### config.mk
export PLATFORM = sky130hd
export DESIGN_NAME = gcn_result_serializer
export DESIGN_NICKNAME = d
export VERILOG_FILES = /design/src/rtl/gcn_pkg.sv /design/src/rtl/gcn_result_serializer.sv
export SDC_FILE = /design/constraint.sdc
export NUM_CORES = 1
export LEC_CHECK = 0
export ABC_AREA = 1
export BUFFER_PORTS_ARGS = -buffer_cell sky130_fd_sc_hd__buf_2
export CORE_UTILIZATION = 45
export DETAILED_ROUTE_END_ITERATION = 12
export PLACE_DENSITY = 0.76
export SLEW_MARGIN = 20
export SYNTH_ARGS = -nofsm -noshare
export SYNTH_HDL_FRONTEND = slang
export SYNTH_SLANG_ARGS = --single-unit
### constraint.sdc
create_clock -name clk -period 2.4 [get_ports clk]
set_input_delay 0.12 -clock clk [delete_from_list [all_inputs] [get_ports clk]]
set_output_delay 0.12 -clock clk [all_outputs]
set_load 0.05 [all_outputs]
### src/rtl/gcn_pkg.sv
// -----------------------------------------------------------------------------
// gcn_pkg
// Shared definitions for the GCN result path: default problem dimensions and
// the state encoding of the result serializer FSM.
// -----------------------------------------------------------------------------
package gcn_pkg;

    // Default number of graph nodes (one class result per node).
    localparam int GCN_FEATURE_ROWS      = 6;
    // Default width of one class index (argmax address).
    localparam int GCN_MAX_ADDRESS_WIDTH = 2;

    typedef enum logic [1:0] {
        IDLE   = 2'd0,
        SEND   = 2'd1,
        REPORT = 2'd2
    } ser_state_e;

endpackage

### src/rtl/gcn_result_serializer.sv
// -----------------------------------------------------------------------------
// gcn_result_serializer
// Snapshots the per-node argmax results of the GCN when its done level rises,
// then streams them out one node per beat over a valid/ready handshake while
// building a per-class histogram of the accepted beats.
//
// Ports
//   clk          in   clock, rising edge
//   reset        in   asynchronous, active-high reset
//   done_in      in   completion level from the GCN top
//   class_in     in   argmax answer per node, [0:FEATURE_ROWS-1]
//   out_valid    out  a result beat is presented (high exactly in SEND)
//   out_ready    in   downstream accepts the beat
//   out_node     out  node index of the current beat
//   out_class    out  class of the current beat
//   out_last     out  current beat is the last node
//   class_count  out  histogram of accepted beats, one bin per class
//   report_done  out  one-cycle pulse after the last beat is accepted
//   busy         out  high in SEND and REPORT
//   overrun      out  sticky: a new result arrived while busy
// -----------------------------------------------------------------------------
module gcn_result_serializer
    import gcn_pkg::*;
#(
    parameter int FEATURE_ROWS      = GCN_FEATURE_ROWS,
    parameter int MAX_ADDRESS_WIDTH = GCN_MAX_ADDRESS_WIDTH,
    parameter int NODE_WIDTH        = $clog2(FEATURE_ROWS),
    parameter int COUNT_WIDTH       = $clog2(FEATURE_ROWS + 1)
) (
    input  logic                         clk,
    input  logic                         reset,
    input  logic                         done_in,
    input  logic [MAX_ADDRESS_WIDTH-1:0] class_in    [0:FEATURE_ROWS-1],
    output logic                         out_valid,
    input  logic                         out_ready,
    output logic [NODE_WIDTH-1:0]        out_node,
    output logic [MAX_ADDRESS_WIDTH-1:0] out_class,
    output logic                         out_last,
    output logic [COUNT_WIDTH-1:0]       class_count [0:(2**MAX_ADDRESS_WIDTH)-1],
    output logic                         report_done,
    output logic                         busy,
    output logic                         overrun
);

    localparam int NUM_CLASSES = 2**MAX_ADDRESS_WIDTH;
    localparam logic [NODE_WIDTH-1:0] LAST_NODE = NODE_WIDTH'(FEATURE_ROWS - 1);

    ser_state_e                   state_q, state_d;
    logic                         done_q, done_d;
    logic [NODE_WIDTH-1:0]        index_q, index_d;
    logic [MAX_ADDRESS_WIDTH-1:0] snap_q  [0:FEATURE_ROWS-1];
    logic [MAX_ADDRESS_WIDTH-1:0] snap_d  [0:FEATURE_ROWS-1];
    logic [COUNT_WIDTH-1:0]       count_q [0:NUM_CLASSES-1];
    logic [COUNT_WIDTH-1:0]       count_d [0:NUM_CLASSES-1];
    logic                         overrun_q, overrun_d;

    logic rise;
    logic xfer;

    // A held-high done level never retriggers: only a 0->1 transition counts.
    assign rise = done_in & ~done_q;
    assign xfer = (state_q == SEND) & out_ready;

    always_comb begin
        state_d   = state_q;
        done_d    = done_in;
        index_d   = index_q;
        snap_d    = snap_q;
        count_d   = count_q;
        overrun_d = overrun_q;

        case (state_q)
            IDLE: begin
                if (rise) begin
                    snap_d  = class_in;
                    index_d = '0;
                    for (int c = 0; c < NUM_CLASSES; c++) begin
                        count_d[c] = '0;
                    end
                    state_d = SEND;
                end
            end
            SEND: begin
                // A new result while streaming is dropped; the snapshot is kept.
                if (rise) begin
                    overrun_d = 1'b1;
                end
                if (xfer) begin
                    count_d[snap_q[index_q]] = count_q[snap_q[index_q]] + COUNT_WIDTH'(1);
                    if (index_q == LAST_NODE) begin
                        state_d = REPORT;
                    end else begin
                        index_d = index_q + NODE_WIDTH'(1);
                    end
                end
            end
            REPORT: begin
                if (rise) begin
                    overrun_d = 1'b1;
                end
                state_d = IDLE;
            end
            default: begin
                state_d = IDLE;
            end
        endcase
    end

    always_ff @(posedge clk or posedge reset) begin
        if (reset) begin
            state_q   <= IDLE;
            done_q    <= 1'b0;
            index_q   <= '0;
            overrun_q <= 1'b0;
            for (int n = 0; n < FEATURE_ROWS; n++) begin
                snap_q[n] <= '0;
            end
            for (int c = 0; c < NUM_CLASSES; c++) begin
                count_q[c] <= '0;
            end
        end else begin
            state_q   <= state_d;
            done_q    <= done_d;
            index_q   <= index_d;
            overrun_q <= overrun_d;
            snap_q    <= snap_d;
            count_q   <= count_d;
        end
    end

    // All beat outputs decode straight from flops, so they hold while stalled.
    assign out_valid   = (state_q == SEND);
    assign out_node    = index_q;
    assign out_class   = snap_q[index_q];
    assign out_last    = (state_q == SEND) && (index_q == LAST_NODE);
    assign report_done = (state_q == REPORT);
    assign busy        = (state_q == SEND) || (state_q == REPORT);
    assign overrun     = overrun_q;
    assign class_count = count_q;

endmodule

== Yosys cells after proc, flatten, opt, wreduce, memory -nomap -nowiden ==
Cells that the tools add are included.

* $add $sub $neg: 2
* Multiply operators: 0
* Divide/modulo/power cells: 0
* Magnitude comparators: 3
* Eq/ne operators: 7
* Shift operators: 0
* Multiplexer cells: 20
* Bitwise gates (word level): 5
* Reductions and logical operators: 11

{| class="wikitable"
|+ Operator list
! kind !! number
|-
| $mux 12 || 2
|-
| $pmux 12 s2 || 1
|-
| $mux 3 || 6
|-
| $bwmux 12 || 1
|-
| $mux 2 || 5
|-
| $add 3x1->3 const B || 2
|-
| $bmux 2 s3 || 1
|-
| $bmux 3 s2 || 1
|-
| $demux 3 s2 || 1
|-
| $pmux 3 s2 || 1
|-
| $reduce_and 3->1 || 2
|-
| $ge 4x4->1 const B || 1
|-
| $ne 2x1->1 const B || 2
|-
| $ne 2x2->1 const B || 2
|-
| $not 3->4 || 1
|-
| $pmux 2 s2 || 1
|-
| $reduce_and 2->1 || 2
|-
| $reduce_and 4->1 || 1
|-
| $eq 3x3->1 const B || 1
|-
| $ge 3x3->1 const B || 1
|-
| $lt 3x1->1 const B || 1
|-
| $not 2->3 || 1
|-
| $and 1x1->1 || 2
|-
| $eq 2x1->1 const B || 1
|-
| other kinds (7) || 8
|}

* Register bits: 31
* Bits in latches: 0
* Bits in writable memories: 0
* Bits in read-only memories: 0
* Input port bits: 16
* Output and inout bits: 22
* Word-level logic and storage cells: 62
* Memories: 0

== Longest topological paths before layout ==
* Word-level depth: 12
* Mapped depth: 17
* Mapped depth without buffers: 16

== Least setup slack after synthesis ==
OpenSTA, ideal clock, no wires.

* Path kind: register to register
* Start: reg index_q[0] (netlist: out_node[0])
* End: reg count_q, in the netlist class_count[11]
* Arrival: 2.217 ns
* Slack: 0.065 ns
* Cell stages (with the launch flop): 18
* Path buffers: 1
* Period minus slack after synthesis: 2.335 ns
* Path through: dfrtp_1 buf_6 inv_4 nand2_1 nand3_1 nand2_1 nand2_2 nand2_4 inv_2 nand2_1 nand2_1 nand2_1 nand2_1 ha_1 inv_1 nand3_2 nand3_1 nand2_1

* Cells in the longest elaborated chain, start to end: 12
* Elaborated cells on any way between the ends: 17

{| class="wikitable"
|+ RTL lines
! item !! RTL line !! text
|-
| start, declared || gcn_result_serializer.sv:50 || <nowiki>logic [NODE_WIDTH-1:0] index_q, index_d;</nowiki>
|-
| start signal, assigned || gcn_result_serializer.sv:124 || <nowiki>index_q <= index_d;</nowiki>
|-
| $not 3->4 (*) || -- ||
|-
| $bmux 2 s3 (*) || -- ||
|-
| $mux 2 (*) (2 in a row) || -- ||
|-
| net out_class[0] || gcn_result_serializer.sv:37 || <nowiki>output logic [MAX_ADDRESS_WIDTH-1:0] out_class,</nowiki>
|-
| $not 2->3 (implied by the code) (*) || gcn_result_serializer.sv:89 || <nowiki>count_d[snap_q[index_q]] = count_q[snap_q[index_q]] + COUNT_WIDTH'(1);</nowiki>
|-
| $bmux 3 s2 (tied with other cells) || gcn_result_serializer.sv:89 ||
|-
| $mux 3 (implied by the code) or $logic_and 1x1->1 (tied branches) || gcn_result_serializer.sv:89 ||
|-
| $mux 3 (implied by the code) || gcn_result_serializer.sv:89 ||
|-
| $add 3x1->3 or $demux 3 s2 (tied branches) || gcn_result_serializer.sv:89 ||
|-
| $bwmux 12 (*) || gcn_result_serializer.sv:89 ||
|-
| $mux 12 (*) || gcn_result_serializer.sv:88 || <nowiki>if (xfer) begin</nowiki>
|-
| $pmux 12 s2 (*) || gcn_result_serializer.sv:72 || <nowiki>case (state_q)</nowiki>
|-
| end signal, assigned || gcn_result_serializer.sv:127 || <nowiki>count_q <= count_d;</nowiki>
|-
| end, declared || gcn_result_serializer.sv:53 || <nowiki>logic [COUNT_WIDTH-1:0] count_q [0:NUM_CLASSES-1];</nowiki>
|}

The timed path passes the listed nets; every way through them passes the cells marked *. The select of a mux whose other input is x is not followed.
A chain may end at the register's enable or synchronous reset.

== Final worst setup path ==
* Start: reg index_q[0] (netlist: out_node[0])
* End: reg count_q, in the netlist class_count[5]

* Cells in the longest elaborated chain, start to end: 12
* Elaborated cells on any way between the ends: 17

{| class="wikitable"
|+ RTL lines
! item !! RTL line
|-
| $not 3->4 (implied by the code) (*) || gcn_result_serializer.sv:89
|-
| $bmux 2 s3 (*) || gcn_result_serializer.sv:89
|-
| $mux 2 (implied by the code) (*) (2 in a row) || gcn_result_serializer.sv:89
|-
| $not 2->3 (implied by the code) (*) || gcn_result_serializer.sv:89
|-
| $bmux 3 s2 (tied with other cells) || gcn_result_serializer.sv:89
|-
| $mux 3 (implied by the code) or $logic_and 1x1->1 (tied branches) || gcn_result_serializer.sv:89
|-
| $mux 3 (implied by the code) || gcn_result_serializer.sv:89
|-
| $add 3x1->3 or $demux 3 s2 (tied branches) || gcn_result_serializer.sv:89
|-
| $bwmux 12 (*) || gcn_result_serializer.sv:89
|-
| $mux 12 (*) || gcn_result_serializer.sv:88
|-
| $pmux 12 s2 (*) || gcn_result_serializer.sv:72
|}

Mark *: on every way between the ends. The rest lies on a longest branch, timed or not. The select of a mux whose other input is x is not followed.

==> PnR_summary.wiki <==
{| class="wikitable"
! Metric !! Value
|-
| Reg-to-reg critical path endpoint || class_count[5]$_DFFE_PP0P_
|-
| Clock root buffer master || clkbuf_4
|-
| Part of the Yosys area used for sequential elements || 47.3%
|-
| DRT Pass-1 Iters || 4
|-
| Worst rel slew slack || 74.6%
|-
| Cell family with the largest share of critical-path delay || simple AND/OR/NAND/NOR gates
|-
| Post-layout min period || 2.12 ns
|-
| Standard cell with the maximum stage delay on the critical path || dfrtp_2
|-
| Pin count of the biggest net entering global routing || 32
|-
| Kind of critical path || reg2reg
|-
| Cell types occupying the most area after synthesis || dfrtp_1 47%, nand2_1 12%, mux2_2 5.5%
|-
| Routability Congestion || 0.990
|-
| Total count of hold-check failures in the final report || 0
|-
| Number of max-cap violations || 0
|-
| WL per Instance || 11.7 microns
|-
| RSZ-0062 raised after global routing || false
|-
| Reg-to-Reg Start || out_node[0]$_DFFE_PP0P_
|-
| Input/output buffers || 37
|-
| Max-slew violation count || 0
|-
| Flops & latches, synth || 31
|-
| Initial antenna violation count || 0
|-
| Worst hold-check slack || 0.0321 ns
|-
| Met3 layer usage reported by global route || 4.60%
|-
| # rows || 21
|-
| Number of clock sinks || 31
|-
| Cell leakage power || 1.03 nW
|-
| CTS tree || done
|-
| Antenna diode count || 0
|-
| Number of cells on the critical path || 13
|-
| Clock-pin slew on the worst setup and hold paths || 0.08 ns
|-
| Setup-failing EPs final || 0
|-
| Crit path capture type || register
|-
| Post-synth design cell area || 0.00164 sq mm
|-
| Global-route wire length before repair || 5750 microns
|-
| Layout-stage area growth over the synthesis result || 18.2%
|-
| Cell count after synthesis || 191
|-
| Number of standard cells in the final layout excluding fillers || 281
|-
| Cell type with the highest aggregate area in the netlist || dfrtp_1
|-
| Worst Setup Start Kind || register
|-
| Via density per instance || 4.88
|-
| Worst min-delay path endpoint || snap_q[11]$_DFFE_PP0P_
|-
| GR Util met2 || 30.9%
|-
| Cell depth of the worst flop-to-flop path || 13
|-
| CP arrival || 2.33 ns
|-
| Power density relative to cell area || 1510 mW/mm^2
|-
| Most used routing layer in global routing || met2
|-
| Insertion delay of the later-clocked pin in the worst-skew pair || 0.31 ns
|-
| Height of the die || 62.4 microns
|-
| Critical path buffers and inverters || 1
|-
| Clk buf depth || 2
|-
| Total nets after synthesis || 213
|-
| Post-layout net count || 258
|-
| Worst hold path class || in2reg
|-
| Average size of a mapped cell || 8.58 sq um
|-
| Count of yosys warnings during synthesis || 0
|-
| Number of distinct library cells after synthesis || 24
|-
| Required time of the worst setup path || 2.61 ns
|-
| Ordered list of cells on the worst path || nor2_1, nor2_1, o21ai_1, nand2_2, a21oi_4, nand2_1, o22ai_1, nor2_1, ha_1, inv_1, nand3_2, nand3_1, nand2_1
|-
| Final-layout fill cell count || 331
|-
| Met1 Usage GRT || 23.6%
|-
| Crit-path most repeated cell || nor2_1
|-
| Overflow after GRT || 0
|-
| Final period util || 88.4%
|-
| Floorplan Core Area || 0.00342 sq mm
|-
| Hold Path Origin || class_in[11]
|-
| Slowest cell delay on critical path || 0.51 ns
|-
| Status || finished clean
|-
| Number of clock buffers inserted by TritonCTS || 5
|-
| DRC violations left || 0
|-
| I/O pin cnt || 38
|-
| Overall via count from detail_route || 1370
|-
| Max Clk Rate || 472 MHz
|-
| Area share of the largest cell type after synthesis || 47.3%
|-
| Placed wire-length estimate || 2590 microns
|-
| Number of global-route vias before repair || 1349
|-
| Sum of negative setup slack || 0 ns
|-
| Maximum vdd ir drop || 0.756 mV
|-
| Max Fanout on Critical Path || 12
|-
| Final Skew || 0.00168 ns
|-
| Post-Place Cells || 273
|-
| Width of the chip || 62.4 microns
|-
| Commonest non-fill, non-tap cells in the layout || 53 x nand2_1, 37 x buf_2, 30 x dfrtp_1
|-
| H-Tree Depth || 2
|-
| Fraction of final layout cells sized beyond drive strength 1 || 32.3%
|-
| All-Layer GR Usage || 19.0%
|-
| Aggregate routed wire length || 3290 microns
|-
| Number of instances on the worst hold path || 2
|-
| Initial detailed-routing violation count || 42
|-
| Die Outline Area || 0.00389 sq mm
|-
| Effective utilization at floorplan || 48.0%
|-
| Actual slew at the worst max-slew pin || 0.381 ns
|-
| Antenna viol nets, final || 0
|-
| Most common cell after layout, fill and taps aside || nand2_1
|-
| Worst-case register-to-register setup slack || 0.28 ns
|}
metal layers:
layer / vias to the layer above / routed length [microns]
met5: - / 0
li1: 707 / -
met3: 9 / 155
met2: 34 / 1540
met1: 620 / 1530
met4: 0 / 62
power by group:
group / switching (W) / internal [W] / total, W
registers: 0.000132 / 0.000702 / 0.000835
clock network: 0.000154 / 0.000104 / 0.000258
logic: 0.00130 / 0.000535 / 0.00184
total: 0.00159 / 0.00134 / 0.00293
repair_timing:
| action | CTS | global route |
|---|---|---|
| hold buffers | 2 | 0 |
| endpoints found under the hold margin | 32 | 0 |
| resized for setup | 0 | 1 |
| setup endpoints to repair | 0 | 4 |
| buffers inserted | 0 | 0 |
cell type report:
type	instances	area [sq um]	area share [%]
multi-input cells	140	776	40.0
repair buffers	41	220	11.4
inverters	17	66.3	3.42
clock buffers	6	41.3	2.13
flip-flops and latches	31	777	40.1
well taps	46	57.6	2.97
through the flow:
step                      area (sq um)  util (%)  worst slack, ns  power, W
final                             1940      56.7            0.279   0.00293
after global routing              1940      56.7           0.0654   0.00315
after CTS                         1940      56.7            0.170   0.00293
after detailed placement          1880      54.9            0.197   0.00267
after global placement            1880      54.9            0.250   0.00264
after floorplan                   1640         -           0.0647   0.00231
worst reg2reg max path: cells and delay by family, from the launching register on:
kind	cells	cell delay, ns
flip-flops	1	0.51
buffers and inverters	1	0.08
AND/OR/NAND/NOR	8	0.79
adder cells (fa/ha/maj)	1	0.22
AO/OA/AOI/OAI	3	0.44
cells in the mapped netlist:
| library cell | count |
|---|---|
| nor2_2 | 2 |
| a21oi_1 | 6 |
| ha_1 | 6 |
| nor3_2 | 1 |
| inv_2 | 2 |
| o21ai_2 | 2 |
| nand3_2 | 1 |
| buf_6 | 1 |
| a31o_2 | 1 |
| o21ai_0 | 5 |
| mux2_2 | 8 |
| inv_4 | 1 |
| nor2_1 | 19 |
| nand2_1 | 53 |
| inv_1 | 14 |
| o22ai_1 | 5 |
| dfrtp_1 | 31 |
| buf_2 | 2 |
| nand2_4 | 1 |
| a21oi_4 | 1 |
| nand3_1 | 13 |
| o21ai_1 | 5 |
| a21o_4 | 1 |
| nand2_2 | 10 |
worst max path at each step:
| stage | start | end | slack [ns] |
|---|---|---|---|
| after floorplan | out_node[0]$_DFFE_PP0P_ | class_count[11]$_DFFE_PP0P_ | 0.06 |
| after global placement | out_node[0]$_DFFE_PP0P_ | class_count[5]$_DFFE_PP0P_ | 0.25 |
| after detailed placement | out_node[0]$_DFFE_PP0P_ | class_count[5]$_DFFE_PP0P_ | 0.20 |
| after CTS | out_node[0]$_DFFE_PP0P_ | class_count[5]$_DFFE_PP0P_ | 0.17 |
| after global routing | out_node[0]$_DFFE_PP0P_ | class_count[8]$_DFFE_PP0P_ | 0.07 |
| final | out_node[0]$_DFFE_PP0P_ | class_count[5]$_DFFE_PP0P_ | 0.28 |
state kept, by name, summed over array words and instances, names as in the netlist:
| signal | count |
|---|---|
| state_q | 2 |
| class_count | 12 |
| out_node | 3 |
| done_q | 1 |
| snap_q | 12 |
| overrun | 1 |
cell families (layout without fill, tap and decap cells):
kind of cell               count (synthesis)  count (layout)  synth area share, %
DFF                                       31              31                 47.3
muxes                                      8               8                 5.50
AOI/OAI and AO/OA                         26              26                 10.3
and+or+nand+nor                          100             100                 26.9
buffers and inverters                     20              64                 5.34
adders and majority gates                  6               6                 4.58
(Power assumes the default switching activity.)
